$ cat src/rtl/tdma_net_pkg.sv
// Shared field layout for the Nios PIO words and TDMA packets, plus the
// presenter state type used by tdma_net_iface.
package tdma_net_pkg;

    // send_word / recv_word layout
    localparam int TOG_BIT   = 31;
    localparam int ACK_BIT   = 30;
    localparam int FULL_BIT  = 30;
    localparam int DEST_MSB  = 29;
    localparam int DEST_LSB  = 26;
    localparam int PAYLOAD_W = 26;

    // Packet layout: {dest[3:0], src[3:0], payload[25:0]}
    localparam int NODE_W = 4;
    localparam int PKT_W  = 2 * NODE_W + PAYLOAD_W;
    localparam int RX_W   = PKT_W - NODE_W;

    typedef enum logic [0:0] {
        IDLE     = 1'b0,
        WAIT_ACK = 1'b1
    } pres_state_e;

    function automatic logic [PKT_W-1:0] make_pkt(
        input logic [NODE_W-1:0]    dest,
        input logic [NODE_W-1:0]    src,
        input logic [PAYLOAD_W-1:0] payload
    );
        return {dest, src, payload};
    endfunction

endpackage

$ cat src/rtl/tdma_sync_fifo.sv
// Single-clock FIFO with show-ahead read data; push and pop in the same
// cycle are both honoured. Push is ignored when full, pop when empty.
module tdma_sync_fifo #(
    parameter int WIDTH = 8,
    parameter int DEPTH = 4
) (
    input  logic             clk,
    input  logic             reset_n,
    input  logic             push,
    input  logic [WIDTH-1:0] wdata,
    input  logic             pop,
    output logic [WIDTH-1:0] rdata,
    output logic             full,
    output logic             empty
);

    localparam int AW = $clog2(DEPTH);
    localparam logic [AW:0] FULL_COUNT = (AW + 1)'(DEPTH);

    logic [WIDTH-1:0] mem [DEPTH];
    logic [AW-1:0]    wr_ptr;
    logic [AW-1:0]    rd_ptr;
    logic [AW:0]      count;
    logic             do_push;
    logic             do_pop;

    assign do_push = push && !full;
    assign do_pop  = pop && !empty;
    assign full    = (count == FULL_COUNT);
    assign empty   = (count == '0);
    assign rdata   = mem[rd_ptr];

    // Storage needs no reset: nothing is read from an entry before it is written.
    always_ff @(posedge clk) begin
        if (do_push) begin
            mem[wr_ptr] <= wdata;
        end
    end

    always_ff @(posedge clk or negedge reset_n) begin
        if (!reset_n) begin
            wr_ptr <= '0;
            rd_ptr <= '0;
            count  <= '0;
        end else begin
            if (do_push) begin
                wr_ptr <= wr_ptr + 1'b1;
            end
            if (do_pop) begin
                rd_ptr <= rd_ptr + 1'b1;
            end
            case ({do_push, do_pop})
                2'b10:   count <= count + 1'b1;
                2'b01:   count <= count - 1'b1;
                default: count <= count;
            endcase
        end
    end

endmodule

$ cat src/rtl/tdma_net_iface.sv
// Network interface between a Nios send/recv PIO pair and a shared TDMA bus.
// Define TDMA_NET_IFACE_STATS_EN to add the saturating drop_count output.
module tdma_net_iface
    import tdma_net_pkg::*;
#(
    parameter int NODE_ID     = 0,
    parameter int NODES       = 4,
    parameter int SLOT_CYCLES = 8,
    parameter int FIFO_DEPTH  = 4
) (
    input  logic             clk,
    input  logic             reset_n,
    input  logic [31:0]      send_word,
    output logic [31:0]      recv_word,
    input  logic             tdm_sync,
    output logic             noc_tx_valid,
    output logic [PKT_W-1:0] noc_tx_data,
    input  logic             noc_rx_valid,
    input  logic [PKT_W-1:0] noc_rx_data
`ifdef TDMA_NET_IFACE_STATS_EN
    ,
    output logic [15:0]      drop_count
`endif
);

    localparam int CNT_W  = $clog2(SLOT_CYCLES);
    localparam int SLOT_W = $clog2(NODES);
    localparam logic [CNT_W-1:0]  CNT_LAST  = CNT_W'(SLOT_CYCLES - 1);
    localparam logic [SLOT_W-1:0] SLOT_LAST = SLOT_W'(NODES - 1);
    localparam logic [SLOT_W-1:0] OWN_SLOT  = SLOT_W'(NODE_ID);
    localparam logic [NODE_W-1:0] OWN_ADDR  = NODE_W'(NODE_ID);

    logic [CNT_W-1:0]  cnt;
    logic [SLOT_W-1:0] slot;
    logic              tx_q;
    logic              ack_q;
    pres_state_e       state;

    logic              tx_push;
    logic              tx_pop;
    logic              tx_full;
    logic              tx_empty;
    logic [PKT_W-1:0]  tx_rdata;

    logic              rx_match;
    logic              rx_push;
    logic              rx_pop;
    logic              rx_full;
    logic              rx_empty;
    logic [RX_W-1:0]   rx_rdata;

    // Frame timebase; tdm_sync realigns every node to slot 0, cycle 0.
    always_ff @(posedge clk or negedge reset_n) begin
        if (!reset_n) begin
            cnt  <= '0;
            slot <= '0;
        end else if (tdm_sync) begin
            cnt  <= '0;
            slot <= '0;
        end else if (cnt == CNT_LAST) begin
            cnt  <= '0;
            slot <= (slot == SLOT_LAST) ? '0 : slot + 1'b1;
        end else begin
            cnt <= cnt + 1'b1;
        end
    end

    // A pending tx toggle simply waits while the FIFO is full, so no word is lost.
    assign tx_push = (send_word[TOG_BIT] != tx_q) && !tx_full;
    assign tx_pop  = (slot == OWN_SLOT) && (cnt == '0) && !tx_empty;

    tdma_sync_fifo #(
        .WIDTH (PKT_W),
        .DEPTH (FIFO_DEPTH)
    ) u_tx_fifo (
        .clk     (clk),
        .reset_n (reset_n),
        .push    (tx_push),
        .wdata   (make_pkt(send_word[DEST_MSB:DEST_LSB], OWN_ADDR,
                           send_word[PAYLOAD_W-1:0])),
        .pop     (tx_pop),
        .rdata   (tx_rdata),
        .full    (tx_full),
        .empty   (tx_empty)
    );

    always_ff @(posedge clk or negedge reset_n) begin
        if (!reset_n) begin
            tx_q         <= 1'b0;
            noc_tx_valid <= 1'b0;
            noc_tx_data  <= '0;
        end else begin
            if (tx_push) begin
                tx_q <= send_word[TOG_BIT];
            end
            noc_tx_valid <= tx_pop;
            noc_tx_data  <= tx_pop ? tx_rdata : '0;
        end
    end

    // The dest field is implied by the filter, so only {src, payload} is stored.
    assign rx_match = noc_rx_valid && (noc_rx_data[PKT_W-1 -: NODE_W] == OWN_ADDR);
    assign rx_push  = rx_match && !rx_full;
    assign rx_pop   = (state == IDLE) && !rx_empty;

    tdma_sync_fifo #(
        .WIDTH (RX_W),
        .DEPTH (FIFO_DEPTH)
    ) u_rx_fifo (
        .clk     (clk),
        .reset_n (reset_n),
        .push    (rx_push),
        .wdata   (noc_rx_data[RX_W-1:0]),
        .pop     (rx_pop),
        .rdata   (rx_rdata),
        .full    (rx_full),
        .empty   (rx_empty)
    );

    always_ff @(posedge clk or negedge reset_n) begin
        if (!reset_n) begin
            recv_word <= '0;
            ack_q     <= 1'b0;
            state     <= IDLE;
        end else begin
            recv_word[FULL_BIT] <= tx_full;
            case (state)
                IDLE: begin
                    if (!rx_empty) begin
                        recv_word[TOG_BIT]    <= ~recv_word[TOG_BIT];
                        recv_word[DEST_MSB:0] <= rx_rdata;
                        state                 <= WAIT_ACK;
                    end
                end
                WAIT_ACK: begin
                    if (send_word[ACK_BIT] != ack_q) begin
                        ack_q <= send_word[ACK_BIT];
                        state <= IDLE;
                    end
                end
                default: state <= IDLE;
            endcase
        end
    end

`ifdef TDMA_NET_IFACE_STATS_EN
    logic rx_drop;

    assign rx_drop = rx_match && rx_full;

    always_ff @(posedge clk or negedge reset_n) begin
        if (!reset_n) begin
            drop_count <= '0;
        end else if (rx_drop && (drop_count != 16'hFFFF)) begin
            drop_count <= drop_count + 1'b1;
        end
    end
`endif

endmodule

$ cat config.mk
export PLATFORM = sky130hd
export DESIGN_NAME = tdma_net_iface
export DESIGN_NICKNAME = d
export VERILOG_FILES = /design/src/rtl/tdma_net_pkg.sv /design/src/rtl/tdma_sync_fifo.sv /design/src/rtl/tdma_net_iface.sv
export SDC_FILE = /design/constraint.sdc
export NUM_CORES = 1
export LEC_CHECK = 0
export ABC_AREA = 0
export BUFFER_PORTS_ARGS = -buffer_cell sky130_fd_sc_hd__buf_2
export CAP_MARGIN = 30
export CORE_MARGIN = 2
export CORE_UTILIZATION = 60
export CTS_CLUSTER_SIZE = 40
export DETAILED_ROUTE_END_ITERATION = 10
export GPL_TIMING_DRIVEN = 0
export MAX_ROUTING_LAYER = met4
export PLACE_DENSITY = 0.85
export SETUP_SLACK_MARGIN = 0.2
export SLEW_MARGIN = 20
export SYNTH_ARGS = -nofsm -noshare
export SYNTH_HDL_FRONTEND = slang
export SYNTH_HIERARCHICAL = 1
export SYNTH_SLANG_ARGS = --single-unit
$ cat constraint.sdc
create_clock -name clk -period 8.2 [get_ports clk]
set_clock_uncertainty 0.1 [all_clocks]
set_input_delay 0.41 -clock clk [delete_from_list [all_inputs] [get_ports clk]]
set_output_delay 0.41 -clock clk [all_outputs]
set_load 0.05 [all_outputs]
---- After elaboration in Yosys (flattened, before gate mapping) ----
Memories as Yosys holds them, arrays and structs flattened. A register that Yosys moved wholly into a read port is not among the register bits.
Index checks and enable logic that the tools add are counted.
storage, ports and cells
  memories kept ........................... 2
  output and inout bits ................... 67
  logic and storage cells ................. 80
  input bits .............................. 70
  memory bits (writable) .................. 240
  bits in registers ....................... 89
operators by class
  equality and inequality tests ........... 10
  bitwise logic cells ..................... 3
  reduce and logical (&&, ||, !) cells .... 25
  add/sub/neg operators ................... 10
  muxes and demuxes ....................... 15
memories
  name           depth  width  rd ports  clocked after memory_dff  write ports  line                  source
  u_rx_fifo.mem  4      30     1         1                         1            tdma_sync_fifo.sv:20  logic [WIDTH-1:0] mem [DEPTH];
  u_tx_fifo.mem  4      30     1         0                         1            tdma_sync_fifo.sv:20
operators by type and width
  kind                 count
  $mux 34              1
  $pmux 3 s2           2
  $add 2x1->2 const B  5
  $logic_and 1x1->1    10
  $add 3x1->3 const B  3
  $eq 3x3->1 const B   3
  $logic_not 3->1      3
  $eq 2x2->1 const B   3
  $mux 1               6
  $mux 2               3
  $mux 3               2
  $reduce_bool 2->1    3
  $sub 3x1->3 const B  2
  $logic_not 1->1      5
  $eq 2x1->1 const B   2
  $logic_not 4->1      1
  $reduce_and 2->1     2
  $not 1->1            3
  $logic_not 2->1      1
  $ne 1x1->1           2
  $pmux 1 s2           1

---- Longest topological paths before layout ----
Gate-level depths: netlist of the first run.
  word-level depth ........................ 6
  gate-level depth with buffers ........... 11
  mapped depth without buffers ............ 11

---- By module ----
Netlist of the first run, hierarchy kept.
modules (own cells, without submodules)
  module                       cells each  area an instance (µm²)  instances  sequential area each (µm²)
  tdma_sync_fifo at u_tx_fifo  215         5385.2                  1          4259.1
  tdma_sync_fifo at u_rx_fifo  194         4798.4                  1          3778.6
  tdma_net_iface               172         2695.1                  1          1876.8

---- Worst setup path after synthesis of the first run ----
No wires, ideal clock.
  kind .................................... register -> register
  from .................................... register u_rx_fifo.count[2]
  to ...................................... memory u_rx_fifo/mem[0][0] (netlist bit) (enable)
  data arrival time ....................... 2185 ps
  buffers on the path ..................... 0
  path slack .............................. 5526 ps
  required time ........................... 7710 ps
  period minus slack after synthesis ...... 2674 ps
  cell stages (with the launch flop) ...... 6
  library setup time ...................... 390 ps
  path through ............................ dfrtp_1 nor3b_2 or4b_1 nor3_1 nor2b_2 and2_1
on the way
  cells in the longest elaborated chain, start to end .. 6
ends and longest elaborated chain
  element                       line                   source
  from (decl)                   tdma_sync_fifo.sv:23   logic [AW:0] count;
  from (signal assigned)        tdma_sync_fifo.sv:53   2'b10: count <= count + 1'b1;
  from (signal assigned)        tdma_sync_fifo.sv:54   2'b01: count <= count - 1'b1;
  from (signal assigned)        tdma_sync_fifo.sv:55   default: count <= count;
  $eq 3x3->1                    tdma_sync_fifo.sv:29   assign full = (count == FULL_COUNT);
  net rx_full                   tdma_net_iface.sv:48   logic rx_full;
  $logic_not 1->1               tdma_net_iface.sv:103  assign rx_push = rx_match && !rx_full;
  $logic_and 1x1->1             tdma_net_iface.sv:103
  net rx_push                   tdma_net_iface.sv:46   logic rx_push;
  $logic_and 1x1->1             tdma_sync_fifo.sv:27   assign do_push = push && !full;
  $mux 1                        tdma_sync_fifo.sv:35   if (do_push) begin
  $mux 1 (implied by the code)  tdma_sync_fifo.sv:36   mem[wr_ptr] <= wdata;
  to (decl)                     tdma_sync_fifo.sv:20
The timed path passes the listed nets, and every way through them passes these cells.

---- Worst setup path after layout of the first run ----
  from .................................... register u_tx_fifo.count[0]
  to ...................................... register u_tx_fifo.count[2]
on the way
  cells in the longest elaborated chain, start to end .. 6
  elaborated cells on any way between the ends .. 14
  those cells by class .................... 2 x add/sub; 3 x eq/ne; 1 x mux; 8 x reduce/logical
ends and longest elaborated chain
  element                                          line                  source
  from (decl)                                      tdma_sync_fifo.sv:23
  from (signal assigned)                           tdma_sync_fifo.sv:53
  from (signal assigned)                           tdma_sync_fifo.sv:54
  from (signal assigned)                           tdma_sync_fifo.sv:55
  $logic_not 3->1 (*)                              tdma_sync_fifo.sv:30  assign empty = (count == '0);
  net tx_empty                                     tdma_net_iface.sv:42  logic tx_empty;
  $logic_not 1->1 (*)                              tdma_net_iface.sv:70  assign tx_pop = (slot == OWN_SLOT) && (cnt == '0) && !tx_empty;
  $logic_and 1x1->1 (*)                            tdma_net_iface.sv:70
  net tx_pop                                       tdma_net_iface.sv:40  logic tx_pop;
  $logic_and 1x1->1 (*)                            tdma_sync_fifo.sv:28  assign do_pop = pop && !empty;
  net u_tx_fifo.do_pop                             tdma_sync_fifo.sv:25  logic do_pop;
  $eq 2x1->1 or $eq 2x2->1 (tied branches)         tdma_sync_fifo.sv:52  case ({do_push, do_pop})
  $pmux 3 s2 or $reduce_bool 2->1 (tied branches)  n/a
The timed path passes the listed nets; every way through them passes the cells marked *.
A chain may end at the register's enable or synchronous reset.

==> metrics.md, run 1 <==
| Metric | Value |
|---|---|
| DR vias/cell | `approximately 5.5` |
| Buffer count from post-CTS setup fixing | `0` |
| Top delay family on crit path | `simple AND/OR/NAND/NOR gates` |
| Final WS setup | `between 5 and 6 ns` |
| CP required | `approximately 8.5 ns` |
| Synth Area in Simple Gates | `between 3 and 4%` |
| Largest net degree at the start of global routing | `53` |
| CTS buffer count | `34` |
| Routed WL | `about 23000 um` |
| CTS max path bufs | `3` |
| Gate Count Post-Synth | `about 580` |
| Critical path type | `flop to flop` |
| Synth-to-Final Area Change | `18.8%` |
| Wire length per cell | `21.4 um` |
| Via count | `slightly below 6000` |
| H-tree levels | `2` |
| Register bit total from synthesis | `345` |
| Dpl cells | `just over 1000` |
| Width of the die | `around 150 um` |
| Clk slew on worst S/H paths | `approximately 0.060 ns` |
| Initial antenna violation count | `6` |
| Setup TNS | `0 ns` |
| Post-route insts no fill | `between 1000 and 1500` |
| Reg-to-reg startpoint | `u_tx_fifo/count[0]$_DFFE_PN0P_` |
| Port Buf Inserts | `136` |
| CP max-delay cell | `dfrtp_1` |
| CTS tree | `yes` |
| Max VDD drop | `0.322 mV` |
| Max Cap Viol | `0` |
| Global-route wire length before repair | `roughly 36000 um` |
| Mux contribution to synthesized area | `between 10 and 15%` |
| Fin crit period | `2.72 ns` |
| Layout Nets | `~860` |
| Fraction of layout cells with a size suffix above 1 | `39.7%` |
| Mapped Area | `~0.013 sq mm` |
| Row Count | `53` |
| Setup crit start | `u_tx_fifo/count[0]$_DFFE_PN0P_` |
| Ys Warns | `6` |
| Die ar. | `0.0227 sq mm` |
| Effective utilization at floorplan | `61.3%` |
| Most frequent cells in the layout | `edfxtp_1, buf_2, dfrtp_1` |
| Vias in the first global route | `roughly 6700` |
| Root Buffer | `clkbuf_16` |
| Complex-gate fraction of the synthesized area | `less than 1%` |
| Delay of the slowest critical-path stage | `~0.43 ns` |
| Bufs and invs on worst path | `2` |
| CP Capture Type | `flop` |
| Register area share after synthesis | `between 70% and 80%` |
| Syn avg cell area | `~22 sq um` |
| Residual DRC count | `0` |
| Post-CTS sizing | `0` |
| Fin crit share | `33.2%` |
| Crit start category | `flop` |
| Antenna Violating Nets Remaining | `0` |
| RSZ-0062 raised after global routing | `no` |
| CORE AREA | `0.0210 sq mm` |
| Place WS | `5.44 ns` |
| TritonRoute pass-1 iters | `4` |
| CP Max Fanout | `11` |
| Max-slew violations | `0` |
| DR iter-0 viols | `389` |
| Status | `finished clean` |
| Hpwl dp | `14900 um` |
| Synth Area in XOR/XNOR | `under 10%` |
| Worst hold start | `noc_rx_data[20]` |
| Clock sink count | `about 350` |
| FMAX | `around 370 MHz` |
| GRT overflow | `0` |
| Static leakage power | `5.79 nW` |
| Netlist cell types | `31` |
| Worst Path Arrival | `slightly above 3 ns` |
| Die height | `roughly 150 um` |
| Setup violators final | `0` |
| Min-Delay Path Class | `primary input to flop` |
| Total power | `around 0.006 W` |
| Critical Path Most Common Cell | `xor2_1` |
| GRT Total Usage | `22.1%` |
| Final Hold Fails | `0` |
| Later-pin clock latency in the skew report | `~0.5 ns` |
| Main combinational cell family by area after synthesis | `multiplexers` |
| Pwr dens | `~390 mW/mm^2` |
| GP Congestion | `approximately 0.77` |
| Adder-Cell Fraction of Synth Area | `roughly 1.7%` |
| Ports | `approximately 140` |
| Commonest non-fill, non-tap cell in the layout | `edfxtp_1` |
| R2R setup slack | `5.48 ns` |
| Cells along the critical path | `nor3_1 > and4bb_2 > buf_4 > o31a_1 > ha_1 > inv_1 > fa_1 > xor2_1 > nor2_1 > xor2_1` |
## cells by family after synthesis
kind of cell,Yosys count
and+or+nand+nor,62
muxes,101
AOI/OAI and AO/OA,3
buffers and inverters,37
adders and majority gates,16
other,1
xor gates and xnor gates,16
DFF,345
## worst register-to-register path: cells and delay by family, from the launching register on
| kind | cells | cell delay [ns] |
|---|---|---|
| compound gates | 1 | 0.24 |
| flops | 1 | 0.43 |
| buf+inv | 2 | 0.29 |
| xor+xnor | 2 | 0.34 |
| fa+ha+maj | 2 | 0.59 |
| simple gates | 3 | 0.66 |
## routing by layer
layer | GRT usage, % | routed length, um
met5 | - | 0
met4 | 6.60 | 386
met3 | 4.52 | 1350
met2 | 38.0 | 12500
met1 | 26.8 | 8900
## final cells by class
cell class	instances	area, sq um
Clock buffer	45	953
Tap cell	275	344
Clock inverter	16	160
Fill cell	1155	5720
Antenna cell	6	15.0
Inverter	16	60.1
Buffer	21	229
Sequential cell	345	9910
Timing Repair Buffer	146	885
Multi-Input combinational cell	214	2740
## final timing paths
kind | to | cells after the start
worst max register to register | u_tx_fifo/count[2]$_DFFE_PN0P_ | 10
min in group asynchronous | recv_word[12]$_DFFE_PN0P_ | 2
worst min register to register | recv_word[31]$_DFFE_PN0P_ | 1
worst min-delay path | u_rx_fifo/mem[3][20]$_DFFE_PP_ | 1
worst max-delay path | u_tx_fifo/count[2]$_DFFE_PN0P_ | 10
max in group asynchronous | noc_tx_data[15]$_DFF_PN0_ | 3
## cells in the mapped netlist (all sizes together)
library cell	instances	area [sq um]
buf	19	219
and4bb	1	12.5
clkbuf	2	10.0
xnor2	9	78.8
nand2	2	7.51
nor2	6	30.0
fa	2	40.0
mux2	34	390
inv	16	60.1
nor2b	3	23.8
mux4	64	1470
and2	42	263
dfrtp	89	2230
nor3	4	20.0
a21o	1	7.51
ha	14	175
or4b	1	10.0
nor3b	3	32.5
edfxtp	256	7690
mux2i	3	30.0
xor2	7	61.3
o31a	2	17.5
conb	1	3.75
## sequential cells by signal, summed over array words and instances, names as in the netlist
signal	cells
u_tx_fifo/count	3
u_tx_fifo/mem	136
noc_tx_valid	1
recv_word	32
tx_q	1
u_rx_fifo/wr_ptr	2
u_tx_fifo/rd_ptr	2
slot	2
u_rx_fifo/rd_ptr	2
ack_q	1
u_rx_fifo/count	3
u_tx_fifo/wr_ptr	2
u_rx_fifo/mem	120
state	1
cnt	3
noc_tx_data	34
## power breakdown
part | internal (W) | leakage, nW | switching (W)
combinational | 0.000819 | 1.83 | 0.00125
sequential | 0.00228 | 3.42 | 0.000155
clock | 0.000914 | 0.540 | 0.000608
## timing repair
| item | in CTS | in global routing |
|---|---|---|
| hold endpoints to repair | 37 | 0 |
| setup endpoints to repair | 0 | 0 |
| hold buffers | 1 | 0 |
## stage by stage
| step | cell area (sq um) | hold WS, ns | util (%) |
|---|---|---|---|
| 6_report | 15300 | 0.0265 | 72.8 |
| 5_1_grt | 15300 | 0.0117 | 72.8 |
| 4_1_cts | 15300 | 0.00213 | 72.7 |
| 3_5_place_dp | 14200 | 0.265 | 67.4 |
| 3_3_place_gp | 14000 | 0.352 | 66.4 |
| 2_1_floorplan | 12900 | 0.0144 | - |
Note: power is estimated with default switching activity, not from simulation.
==> run 2, diff against run 1 <==
Settings changed: CORE_UTILIZATION 60 to 53, PLACE_DENSITY 0.85 to 0.8.
Clock period 8.2 ns to 2.3 ns, I/O delays scaled along.
==> run 2 against run 1 <==
Against the previous run:
- the run now ends with setup timing left
- non-clock buffer count up 91
- die area up 13%
- maximum frequency up 13%
- critical endpoint is now u_rx_fifo/mem[2][23]$_DFFE_PP_
==> metrics.md, run 2 (same netlist as run 1, synthesis figures left out) <==
| Metric | Value |
|---|---|
| DR vias/cell | `5.40 (-1.8%)` |
| Max Cap Viol | `0 (unchanged)` |
| Antenna Violating Nets Remaining | `0 (unchanged)` |
| GRT Total Usage | `22.6% (+0.50 points)` |
| Delay of the slowest critical-path stage | `0.48 ns (+0.05 ns)` |
| GRT overflow | `0 (unchanged)` |
| Commonest non-fill, non-tap cell in the layout | `edfxtp_1` |
| CTS tree | `yes` |
| Top delay family on crit path | `simple AND/OR/NAND/NOR gates` |
| CTS max path bufs | `3 (unchanged)` |
| Root Buffer | `clkbuf_16` |
| Layout Nets | `972 (+13%)` |
| CTS buffer count | `35 (+2.9%)` |
| Min-Delay Path Class | `primary input to asynchronous set/reset pin` |
| Vias in the first global route | `7323 (+9.7%)` |
| DR iter-0 viols | `516 (+33%)` |
| H-tree levels | `2 (unchanged)` |
| Max-slew violations | `0 (unchanged)` |
| Via count | `6685 (+12%)` |
| Largest net degree at the start of global routing | `73 (+38%)` |
| Die ar. | `0.0256 sq mm (+13%)` |
| Effective utilization at floorplan | `53.4% (-7.8 points)` |
| CP max-delay cell | `or4b_4` |
| Clock sink count | `345 (unchanged)` |
| Die height | `160 um (+6.2%)` |
| Worst R2R Path Depth | `10 (unchanged)` |
| Row Count | `57 (+7.5%)` |
| Residual DRC count | `0 (unchanged)` |
| CP required | `2.41 ns (-6.10 ns)` |
| Fin crit period | `2.41 ns (-0.308 ns)` |
| Synth-to-Final Area Change | `27.5%` |
| Biggest register | `u_tx_fifo/mem` |
| CORE AREA | `0.0241 sq mm (+15%)` |
| CP Capture Type | `flop` |
| Critical path type | `flop to flop` |
| Post-route insts no fill | `1237 (+14%)` |
| Max VDD drop | `1.18 mV (+270%)` |
| TritonRoute pass-1 iters | `5 (+1)` |
| FMAX | `414 MHz (+13%)` |
| Crit start category | `flop` |
| Hpwl dp | `14200 um (-5.0%)` |
| Critical Path Most Common Cell | `buf_6` |
| Max FFs per register | `136 (unchanged)` |
| Fraction of layout cells with a size suffix above 1 | `41.6% (+1.8 points)` |
| Biggest regs | `u_tx_fifo/mem: 136 flops, u_rx_fifo/mem: 120 flops, noc_tx_data: 34 flops` |
| Total power | `0.0224 W (+270%)` |
| Setup violators final | `84 (+84)` |
| Clk slew on worst S/H paths | `0.06 ns (about the same)` |
| Port Buf Inserts | `136 (unchanged)` |
| Worst Path Arrival | `2.52 ns (-0.51 ns)` |
| Initial antenna violation count | `1 (-5)` |
| GP Congestion | `0.726 (-6.0%)` |
| Reg-to-reg startpoint | `u_rx_fifo/count[2]$_DFFE_PN0P_` |
| Fin crit share | `105% (+72 points)` |
| Width of the die | `160 um (+6.2%)` |
| Cells along the critical path | `nor3b_4 > or4b_4 > nor3_2 > nor2b_4 > buf_4 > buf_12 > buf_6 > buf_6 > buf_6 > and2_4` |
| RSZ-0062 raised after global routing | `yes` |
| Final Hold Fails | `0 (unchanged)` |
| Reg2reg end | `u_rx_fifo/mem[2][23]$_DFFE_PP_` |
| Ports | `137 (unchanged)` |
| Pwr dens | `1370 mW/mm^2 (+250%)` |
| R2R setup slack | `-0.11 ns (-5.59 ns)` |
| CP Max Fanout | `7 (-4)` |
| Most frequent cells in the layout | `edfxtp_1, buf_2, dfrtp_1` |
| Bufs and invs on worst path | `5 (+3)` |
| Dpl cells | `1057 (+4.0%)` |
| Final WS setup | `-0.114 ns (-5.59 ns)` |
| Failing checks | `setup timing` |
| Wire length per cell | `22.0 um (+3.2%)` |
| Global-route wire length before repair | `42100 um (+17%)` |
| Static leakage power | `6.30 nW (+8.8%)` |
| Routed WL | `27300 um (+18%)` |
| Later-pin clock latency in the skew report | `0.50 ns (about the same)` |
| Status | `finished with violations` |
[run 2: changes by cell type in the layout (fill, tap and decap cells not counted), sizes merged]
cell | previous run | this run
clkinvlp | 2 | 1
and2 | 42 | 58
clkbuf | 47 | 51
diode | 6 | 1
buf | 164 | 191
inv | 17 | 16
dlygate4sd3 | 1 | 65
[run 2: worst max path at each step]
stage	start	endpoint	slack, ns	depth (start not counted)
floorplan	u_rx_fifo/count[2]$_DFFE_PN0P_	u_rx_fifo/count[2]$_DFFE_PN0P_	-0.06	11
global placement	u_rx_fifo/count[2]$_DFFE_PN0P_	u_rx_fifo/mem[1][1]$_DFFE_PP_	-0.40	5
detailed placement	u_rx_fifo/count[2]$_DFFE_PN0P_	u_rx_fifo/mem[2][7]$_DFFE_PP_	-0.41	5
CTS	u_rx_fifo/count[2]$_DFFE_PN0P_	u_rx_fifo/count[2]$_DFFE_PN0P_	-0.10	11
global route	u_rx_fifo/count[2]$_DFFE_PN0P_	u_rx_fifo/count[2]$_DFFE_PN0P_	-0.18	11
finish	u_rx_fifo/count[2]$_DFFE_PN0P_	u_rx_fifo/mem[2][23]$_DFFE_PP_	-0.11	10
[run 2: timing repair]
action | in CTS | in global routing
hold buffers | 65 | 0
gates resized for setup | 41 | 4
buffers inserted | 25 | 9
gates cloned | 16 | 0
hold endpoints to repair | 337 | 0
pin swaps | 11 | 5
endpoints found under the setup margin | 262 | 127
[run 2: layout make-up]
class	count	area, sq um
tap	324	405
sequential	345	9920
fill	1498	7690
inverter	16	60.1
clock inverter	14	148
antenna	1	2.50
buffer	21	236
timing repair buffer	237	1680
clock buffer	49	1010
multi-input combinational	230	2950
[run 2: worst reg2reg max path, delay by kind of cell, from the launching register on]
family | cells | cell delay [ns]
AND/OR/NAND/NOR | 5 | 1.13
flip-flops | 1 | 0.38
buffers and inverters | 5 | 0.51
[run 2: per-stage QoR]
step	hold WS, ns	util [%]	setup WS [ns]	cell area (sq um)	setup TNS [ns]
4_1_cts	0.112	67.7	-0.100	16300	-1.38
5_1_grt	0.138	68.1	-0.181	16400	-11.46
6_report	0.105	68.1	-0.114	16400	-5.97
3_3_place_gp	0.223	58.3	-0.395	14100	-47.03
3_5_place_dp	-0.123	58.4	-0.406	14100	-60.72
2_1_floorplan	-0.281	-	-0.0612	13000	-3.37
[run 2: metal layers]
metal / routed length [um] / vias to the layer above / part of all wire [%] / track usage [%]
met3: 1610 / 51 / 5.9 / 3.58
met5: 0 / - / 0 / -
li1: - / 2881 / - / -
met4: 739 / 0 / 2.7 / 6.76
met1: 10500 / 3491 / 38 / 27.9
met2: 14400 / 262 / 53 / 39.1
[run 2: power by group]
group	leakage, nW	switching (W)	internal, W
sequential	3.41	0.000567	0.00813
combinational	2.32	0.00481	0.00325
clock	0.569	0.00224	0.00341
